### src/rtl/sbox_share_ctrl.sv
// Time-shares NUM_SBOX SubByte lookups between the 128-bit state and 32-bit key-word requesters.
// Result valid 1+chunks cycles after accept; both readys stay low until the granted result is acked.
module sbox_share_ctrl #(
   parameter int NUM_SBOX = 4
) (
   input  logic         clk_i,
   input  logic         rst_i,
   input  logic         st_valid_i,
   input  logic [127:0] st_data_i,
   output logic         st_ready_o,
   output logic         st_valid_o,
   output logic [127:0] st_data_o,
   input  logic         st_ack_i,
   input  logic         kw_valid_i,
   input  logic [31:0]  kw_data_i,
   output logic         kw_ready_o,
   output logic         kw_valid_o,
   output logic [31:0]  kw_data_o,
   input  logic         kw_ack_i,
   output logic         busy_o
);

   if (NUM_SBOX != 1 && NUM_SBOX != 2 && NUM_SBOX != 4) begin : g_bad_num_sbox
      $error("sbox_share_ctrl: NUM_SBOX must be 1, 2 or 4");
   end

   localparam logic [1:0] IDLE = 2'd0;
   localparam logic [1:0] BUSY = 2'd1;
   localparam logic [1:0] DONE = 2'd2;

   localparam logic [3:0] ST_LAST = 4'(16 / NUM_SBOX - 1);
   localparam logic [3:0] KW_LAST = 4'(4 / NUM_SBOX - 1);

   // Entry for byte x sits at index 255-x (= ~x) so the rows read in the usual table order.
   localparam logic [255:0][7:0] SBOX = {
      128'h637c777bf26b6fc53001672bfed7ab76,
      128'hca82c97dfa5947f0add4a2af9ca472c0,
      128'hb7fd9326363ff7cc34a5e5f171d83115,
      128'h04c723c31896059a071280e2eb27b275,
      128'h09832c1a1b6e5aa0523bd6b329e32f84,
      128'h53d100ed20fcb15b6acbbe394a4c58cf,
      128'hd0efaafb434d338545f9027f503c9fa8,
      128'h51a3408f929d38f5bcb6da2110fff3d2,
      128'hcd0c13ec5f974417c4a77e3d645d1973,
      128'h60814fdc222a908846eeb814de5e0bdb,
      128'he0323a0a4906245cc2d3ac629195e479,
      128'he7c8376d8dd54ea96c56f4ea657aae08,
      128'hba78252e1ca6b4c6e8dd741f4bbd8b8a,
      128'h703eb5664803f60e613557b986c11d9e,
      128'he1f8981169d98e949b1e87e9ce5528df,
      128'h8ca1890dbfe6426841992d0fb054bb16
   };

   logic [1:0]   state_q, state_d;
   logic [127:0] buf_q, buf_d;
   logic [3:0]   cnt_q, cnt_d;
   logic         grant_q, grant_d;
   logic         last_grant_q, last_grant_d;
   logic         win_kw;

   // Round-robin on a tie: the requester that was not granted last time wins.
   assign win_kw     = kw_valid_i & (~st_valid_i | ~last_grant_q);
   assign st_ready_o = ~rst_i & (state_q == IDLE) & st_valid_i & ~win_kw;
   assign kw_ready_o = ~rst_i & (state_q == IDLE) & win_kw;

   always_comb begin
      state_d      = state_q;
      buf_d        = buf_q;
      cnt_d        = cnt_q;
      grant_d      = grant_q;
      last_grant_d = last_grant_q;
      case (state_q)
         IDLE: begin
            if (st_ready_o) begin
               buf_d        = st_data_i;
               grant_d      = 1'b0;
               last_grant_d = 1'b0;
               cnt_d        = 4'd0;
               state_d      = BUSY;
            end else if (kw_ready_o) begin
               buf_d        = {96'd0, kw_data_i};
               grant_d      = 1'b1;
               last_grant_d = 1'b1;
               cnt_d        = 4'd0;
               state_d      = BUSY;
            end
         end
         BUSY: begin
            for (int i = 0; i < NUM_SBOX; i++) begin
               buf_d[8*(int'(cnt_q)*NUM_SBOX + i) +: 8] =
                  SBOX[~buf_q[8*(int'(cnt_q)*NUM_SBOX + i) +: 8]];
            end
            cnt_d = cnt_q + 4'd1;
            if (cnt_q == (grant_q ? KW_LAST : ST_LAST)) begin
               state_d = DONE;
            end
         end
         DONE: begin
            if (grant_q ? kw_ack_i : st_ack_i) begin
               state_d = IDLE;
            end
         end
         default: state_d = IDLE;
      endcase
   end

   always_ff @(posedge clk_i or posedge rst_i) begin
      if (rst_i) begin
         state_q      <= IDLE;
         buf_q        <= '0;
         cnt_q        <= '0;
         grant_q      <= 1'b0;
         last_grant_q <= 1'b1;
      end else begin
         state_q      <= state_d;
         buf_q        <= buf_d;
         cnt_q        <= cnt_d;
         grant_q      <= grant_d;
         last_grant_q <= last_grant_d;
      end
   end

   assign st_valid_o = (state_q == DONE) & ~grant_q;
   assign kw_valid_o = (state_q == DONE) & grant_q;
   assign st_data_o  = buf_q;
   assign kw_data_o  = buf_q[31:0];
   assign busy_o     = (state_q != IDLE);

endmodule

### config.mk
export PLATFORM = sky130hd
export DESIGN_NAME = sbox_share_ctrl
export DESIGN_NICKNAME = d
export VERILOG_FILES = /design/src/rtl/sbox_share_ctrl.sv
export SDC_FILE = /design/constraint.sdc
export NUM_CORES = 1
export LEC_CHECK = 0
export ABC_CLOCK_PERIOD_IN_PS = 3700
export BUFFER_PORTS_ARGS = -buffer_cell sky130_fd_sc_hd__buf_2
export CAP_MARGIN = 20
export CORE_UTILIZATION = 30
export DETAILED_ROUTE_END_ITERATION = 12
export SLEW_MARGIN = 25
export SYNTH_ARGS = -nofsm -noshare
export SYNTH_HDL_FRONTEND = slang
export SYNTH_SLANG_ARGS = --single-unit
### constraint.sdc
create_clock -name clk_i -period 3.7 [get_ports clk_i]
set_clock_uncertainty 0.05 [all_clocks]
set_input_delay 0.37 -clock clk_i [delete_from_list [all_inputs] [get_ports clk_i]]
set_output_delay 0.37 -clock clk_i [all_outputs]
set_load 0.02 [all_outputs]
==> results of run 1 <==
## worst max path at each step
| stage | startpoint | end | slack (ns) |
|---|---|---|---|
| 6_report | cnt_q[1] | st_data_o[97] | -0.05 |
| 5_1_grt | cnt_q[1] | st_data_o[22] | -0.10 |
| 4_1_cts | cnt_q[0] | st_data_o[123] | 0.006 |
| 3_5_place_dp | cnt_q[0] | st_data_o[68] | -0.33 |
| 3_3_place_gp | cnt_q[0] | st_data_o[118] | -0.34 |
| 2_1_floorplan | cnt_q[1] | st_data_o[15] | 0.02 |
## per-layer routing
metal	GRT usage (%)	up-vias
li1	-	13460
met1	54.17	15560
met2	61.70	2778
met3	12.16	681
met4	23.13	14
met5	0	-
## sequential cells by signal, summed over array words and instances (netlist names)
name / count
st_data_o: 128
cnt_q: 4
state_q: 2
grant_q: 1
last_grant_q: 1
## synth_stat cells (51+ instances only)
master    count  area share, %
a211oi_1    140            4.9
a21oi_1     301            7.1
a31oi_1      59            1.7
buf_2       124            2.9
buf_4        52            1.8
clkbuf_1    143            2.5
dfrtp_1     135             16
ha_1         51            3.0
mux2i_1     102            4.8
nand2_1     310            5.5
nand3_1     110            2.6
nor2_1      307            5.4
nor3_1       77            1.8
o211ai_1     72            2.5
o21ai_0     190            4.5
o221ai_1     59            2.4
## final cells by class
cell class                 instances  area, µm²
timing repair buffer            1177       8771
fill                            7402      39270
multi-input combinational       2465      16790
sequential                       136       3410
tap                              940       1176
antenna                            4      10.01
clock inverter                    10      73.82
clock buffer                      21      470.5
inverter                          43      178.9
## through the flow
stage | setup TNS (ns) | utilization (%)
2_1_floorplan | 0 | -
3_3_place_gp | -12.78 | 41.64
3_5_place_dp | -12.08 | 41.64
4_1_cts | 0 | 42.68
5_1_grt | -0.8592 | 44.01
6_report | -0.1502 | 44.02
## cells by family after synthesis
logic type | synth area share (%)
and+or+nand+nor | 20.77
DFF | 15.97
buffers and inverters | 9.691
adders and majority gates | 2.993
xor gates and xnor gates | 0.5224
AOI/OAI and AO/OA | 43.15
muxes | 6.903
## what timing repair did
action                                  in CTS  in global routing
endpoints found under the hold margin        0                  0
gates resized for setup                     38                180
buffers inserted                             3                 17
endpoints found under the setup margin     100                121
cloned                                       0                  1
pin swaps                                    7                 32
==> flow_metrics.env, run 1 <==
export IMPL_status="finished with violations"
export IMPL_violations="negative setup slack"
export IMPL_finalCritPeriodShare_pct=101.3
export IMPL_via_per_inst=6.775
export IMPL_drtIter0Drc=4916
export IMPL_hold_viol_final=0
export IMPL_clk_latency_ns=0.50
export IMPL_criticalPathCategory="flip-flop to flip-flop"
export IMPL_rr_worst_depth=13
export IMPL_cts_sinks=136
export IMPL_cts_tree="built"
export IMPL_drc=0
export IMPL_synth_cells=3016
export IMPL_antenna_found_initial=11
export IMPL_whs_ns=0.009815
export IMPL_slew_headroom_pct=32.20
export IMPL_routedWlPerCell_um=32.36
export IMPL_cts_hold_buffers=0
export IMPL_cp_required_ns=4.00
export IMPL_cp_slowest_stage_delay_ns=0.57
export IMPL_ant_nets=0
export IMPL_ys_flop_type="dfrtp_1"
export IMPL_clockBufferDepth=2
export IMPL_layout_cells_non_filler=4796
export IMPL_dpl_cell_area_um2=29210
export IMPL_grt_usage_pct=41.76
export IMPL_io_buffers=330
export IMPL_path_clk_slew_ns=0.07
export IMPL_die_area_um2=72120
export IMPL_maxCapViolCount=0
export IMPL_gp_congestion=1.070
export IMPL_r2r_slack_ns=-0.05
export IMPL_finish_instance_area_um2=30880
export IMPL_worstSetupStartpointType="flip-flop"
export IMPL_pre_cts_ws_ns=-0.3278
export IMPL_hold_path_class="input port to asynchronous set/reset pin"
export IMPL_layout_common_cells="775 x buf_4, 330 x buf_2, 297 x nand2_1, 295 x nor2_1, 291 x a21oi_1"
export IMPL_synth_cell_type_count=104
export IMPL_worstMarginPinSlew_ns=1.015
export IMPL_clock_root_buffer="clkbuf_16"
export IMPL_cts_made_buffers=17
export IMPL_start_util_pct=30.39
export IMPL_arrival_ns=4.05
export IMPL_syn_area_um2=21320
export IMPL_worstPathCellList="buf_12 -> or3b_2 -> buf_4 -> o22ai_2 -> buf_12 -> nand2_1 -> buf_4 -> nor4_1 -> nor3_1 -> nand4_1 -> a311o_1 -> buf_4 -> a211oi_2"
export IMPL_highest_layer="met5"
export IMPL_async_reset_ff_share_pct=100.0
export IMPL_die_x_um=268.6
export IMPL_die_h_um=268.6
export IMPL_drt_pass1_iterations=7
export IMPL_end_kind="flip-flop"
export IMPL_dp_cells=4740
export IMPL_wl_met3_mm=19.99
export IMPL_grt_pass1_wl_mm=219.9
export IMPL_io_pins=331
export IMPL_syn_to_final_growth_pct=44.85
export IMPL_timing_final_ws_setup_ns=-0.04698
export IMPL_fp_row_count=97
export IMPL_yosys_warnings=0
export IMPL_ys_ff_latch=136
export IMPL_overflow=0
export IMPL_path_max_fanout=25
export IMPL_critical_path_top_delay_family="simple AND/OR/NAND/NOR gates"
export IMPL_rsz0062_at_grt="yes"
export IMPL_core_um2=70150
export IMPL_cp_slowest_cell="or3b_2"
export IMPL_drive_gt1_share_pct=38.01
export IMPL_synth_nets=3233
export IMPL_synth_edf_count=0
export IMPL_fin_nets=4057
export IMPL_synth_seq_area_share_pct=15.97
export IMPL_dr_wl_met2_mm=64.70
export IMPL_min_period_ns=3.747
export IMPL_cp_buffers_inverters=5
export IMPL_crit_top_cell="buf_4"
export IMPL_dr_total_vias=32490
export IMPL_hpwl_mm=119.6
export IMPL_avgSynthCellArea_um2=7.068
export IMPL_routed_wl_mm=155.2
export IMPL_r2r_start="cnt_q[1]"
export IMPL_htreeDepth=4
export IMPL_drt_met1_wl_mm=59.97
export IMPL_first_global_vias=30690
export IMPL_slew_violations=0
export IMPL_layout_commonest_cell="buf_4"
export IMPL_cp_depth=13
export IMPL_grt_max_degree=56
export IMPL_r2r_end="st_data_o[97]"
export IMPL_setup_viol=4
export IMPL_fmax_mhz=266.9
Power of run 1 is not shown: default switching activity piles up to over one toggle a cycle in this logic, so the estimate is an artifact.
==> run 2: changes to the inputs <==
SKIP_CTS_REPAIR_TIMING = 1   (was default)
==> flow_metrics.env, run 2 (synthesis gave the netlist of run 1 again) <==
export IMPL_path_clk_slew_ns=0.06
export IMPL_setup_tns_ns=0
export IMPL_layout_commonest_cell="buf_4"
export IMPL_worstPathCellList="buf_4 -> buf_4 -> mux4_2 -> and2_4 -> buf_4 -> a21oi_1 -> buf_4 -> nor3_1 -> nor4_2 -> o41a_1 -> o221a_2"
export IMPL_routed_wl_mm=154.8
export IMPL_r2r_end="st_data_o[121]"
export IMPL_die_h_um=268.6
export IMPL_via_per_inst=6.755
export IMPL_cp_required_ns=4.07
export IMPL_hpwl_mm=119.6
export IMPL_drtIter0Drc=4906
export IMPL_drc=0
export IMPL_largest_register_ffs=128
export IMPL_cts_tree="built"
export IMPL_cp_slowest_cell="mux4_2"
export IMPL_slew_headroom_pct=31.59
export IMPL_crit_end="st_data_o[121]"
export IMPL_grt_max_degree=56
export IMPL_grt_pass1_wl_mm=219.7
export IMPL_wl_met3_mm=20.14
export IMPL_criticalPathCategory="flip-flop to flip-flop"
export IMPL_rsz0062_at_grt="yes"
export IMPL_syn_to_final_growth_pct=44.66
export IMPL_drive_gt1_share_pct=38.18
export IMPL_start_util_pct=30.39
export IMPL_first_global_vias=30600
export IMPL_crit_top_cell="buf_4"
export IMPL_path_max_fanout=27
export IMPL_layout_cells_non_filler=4791
export IMPL_slew_violations=0
export IMPL_overflow=0
export IMPL_status="completed"
export IMPL_fmax_mhz=271.7
export IMPL_fin_nets=4053
export IMPL_die_x_um=268.6
export IMPL_core_um2=70150
export IMPL_antenna_found_initial=8
export IMPL_io_buffers=330
export IMPL_layout_common_cells="774 x buf_4, 330 x buf_2, 297 x nand2_1, 295 x nor2_1, 288 x a21oi_1"
export IMPL_cts_made_buffers=17
export IMPL_cts_sinks=136
export IMPL_ant_nets=0
export IMPL_grt_usage_pct=41.73
export IMPL_htreeDepth=4
export IMPL_r2r_start="cnt_q[0]"
export IMPL_routedWlPerCell_um=32.32
export IMPL_worstSetupStartpoint="cnt_q[0]"
export IMPL_dr_total_vias=32360
export IMPL_highest_layer="met5"
export IMPL_hold_viol_final=0
export IMPL_die_area_um2=72120
export IMPL_rr_worst_depth=11
export IMPL_arrival_ns=4.05
export IMPL_clk_latency_ns=0.51
export IMPL_finalCritPeriodShare_pct=99.48
export IMPL_maxCapViolCount=0
export IMPL_io_pins=331
export IMPL_dr_wl_met2_mm=64.40
export IMPL_worstSetupStartpointType="flip-flop"
export IMPL_hold_path_class="input port to asynchronous set/reset pin"
export IMPL_dp_cells=4740
export IMPL_drt_met1_wl_mm=59.88
export IMPL_worstMarginPinSlew_ns=1.024
export IMPL_fp_row_count=97
export IMPL_gp_congestion=1.070
export IMPL_nFillCells=7404
export IMPL_cp_slowest_stage_delay_ns=0.59
export IMPL_r2r_slack_ns=0.02
export IMPL_end_kind="flip-flop"
export IMPL_setup_viol=0
export IMPL_clock_root_buffer="clkbuf_16"
export IMPL_min_period_ns=3.681
export IMPL_clockBufferDepth=2
export IMPL_drt_pass1_iterations=6
run 2: cell count changes in the layout (fill, tap and decap cells not counted), moves of 3 or more:
cell / change
a211oi_2: -3
nand3_1: -3
nand3_2: +3
a21oi_2: +3
buf_6: -3
a211oi_1: +4
a21oi_1: -3
run 2: how the worst min path moves through the flow:
stage,startpoint,to,slack (ns),cells after the start
floorplan,last_grant_q,last_grant_q,0.42,2
global placement,last_grant_q,last_grant_q,0.44,2
detailed placement,last_grant_q,last_grant_q,0.45,2
CTS,rst_i,st_data_o[66],0.009,2
global route,st_data_i[70],st_data_o[70],0.06,2
finish,rst_i,grant_q,0.005,2
run 2: per-layer routing:
| metal | track usage (%) | up-vias |
|---|---|---|
| li1 | - | 13450 |
| met5 | 0 | - |
| met1 | 54.17 | 15450 |
| met3 | 12.10 | 663 |
| met4 | 23.07 | 8 |
| met2 | 61.63 | 2796 |
run 2: through the flow:
step                util [%]  area, µm²  hold WS (ns)  setup WS [ns]
finish                 43.96      30840      0.005219        0.01935
global route           43.95      30830       0.05622       -0.08193
CTS                    42.41      29750      0.008597        -0.3533
detailed placement     41.64      29210        0.4503        -0.3278
global placement       41.64      29210        0.4368        -0.3357
floorplan                  -      21340        0.4200        0.02409
run 2: area by class of cell:
cell class	count	area, µm²	share of cell area [%]
Timing Repair Buffer	1173	8730	28.31
Antenna cell	3	7.507	0.02434
Clock inverter	10	73.82	0.2394
Sequential cell	136	3412	11.06
Inverter	43	181.4	0.5883
Tap cell	940	1176	3.814
Multi-Input combinational cell	2465	16790	54.43
Clock buffer	21	470.5	1.526
run 2: worst max-delay path, delay by kind of cell (launching register included):
family          cells  cell delay (ns)
mux                 1             0.59
simple gates        3             0.69
buf+inv             4             0.80
compound gates      3             1.00
flops               1             0.44
Power of run 2 is left out for the same reason.
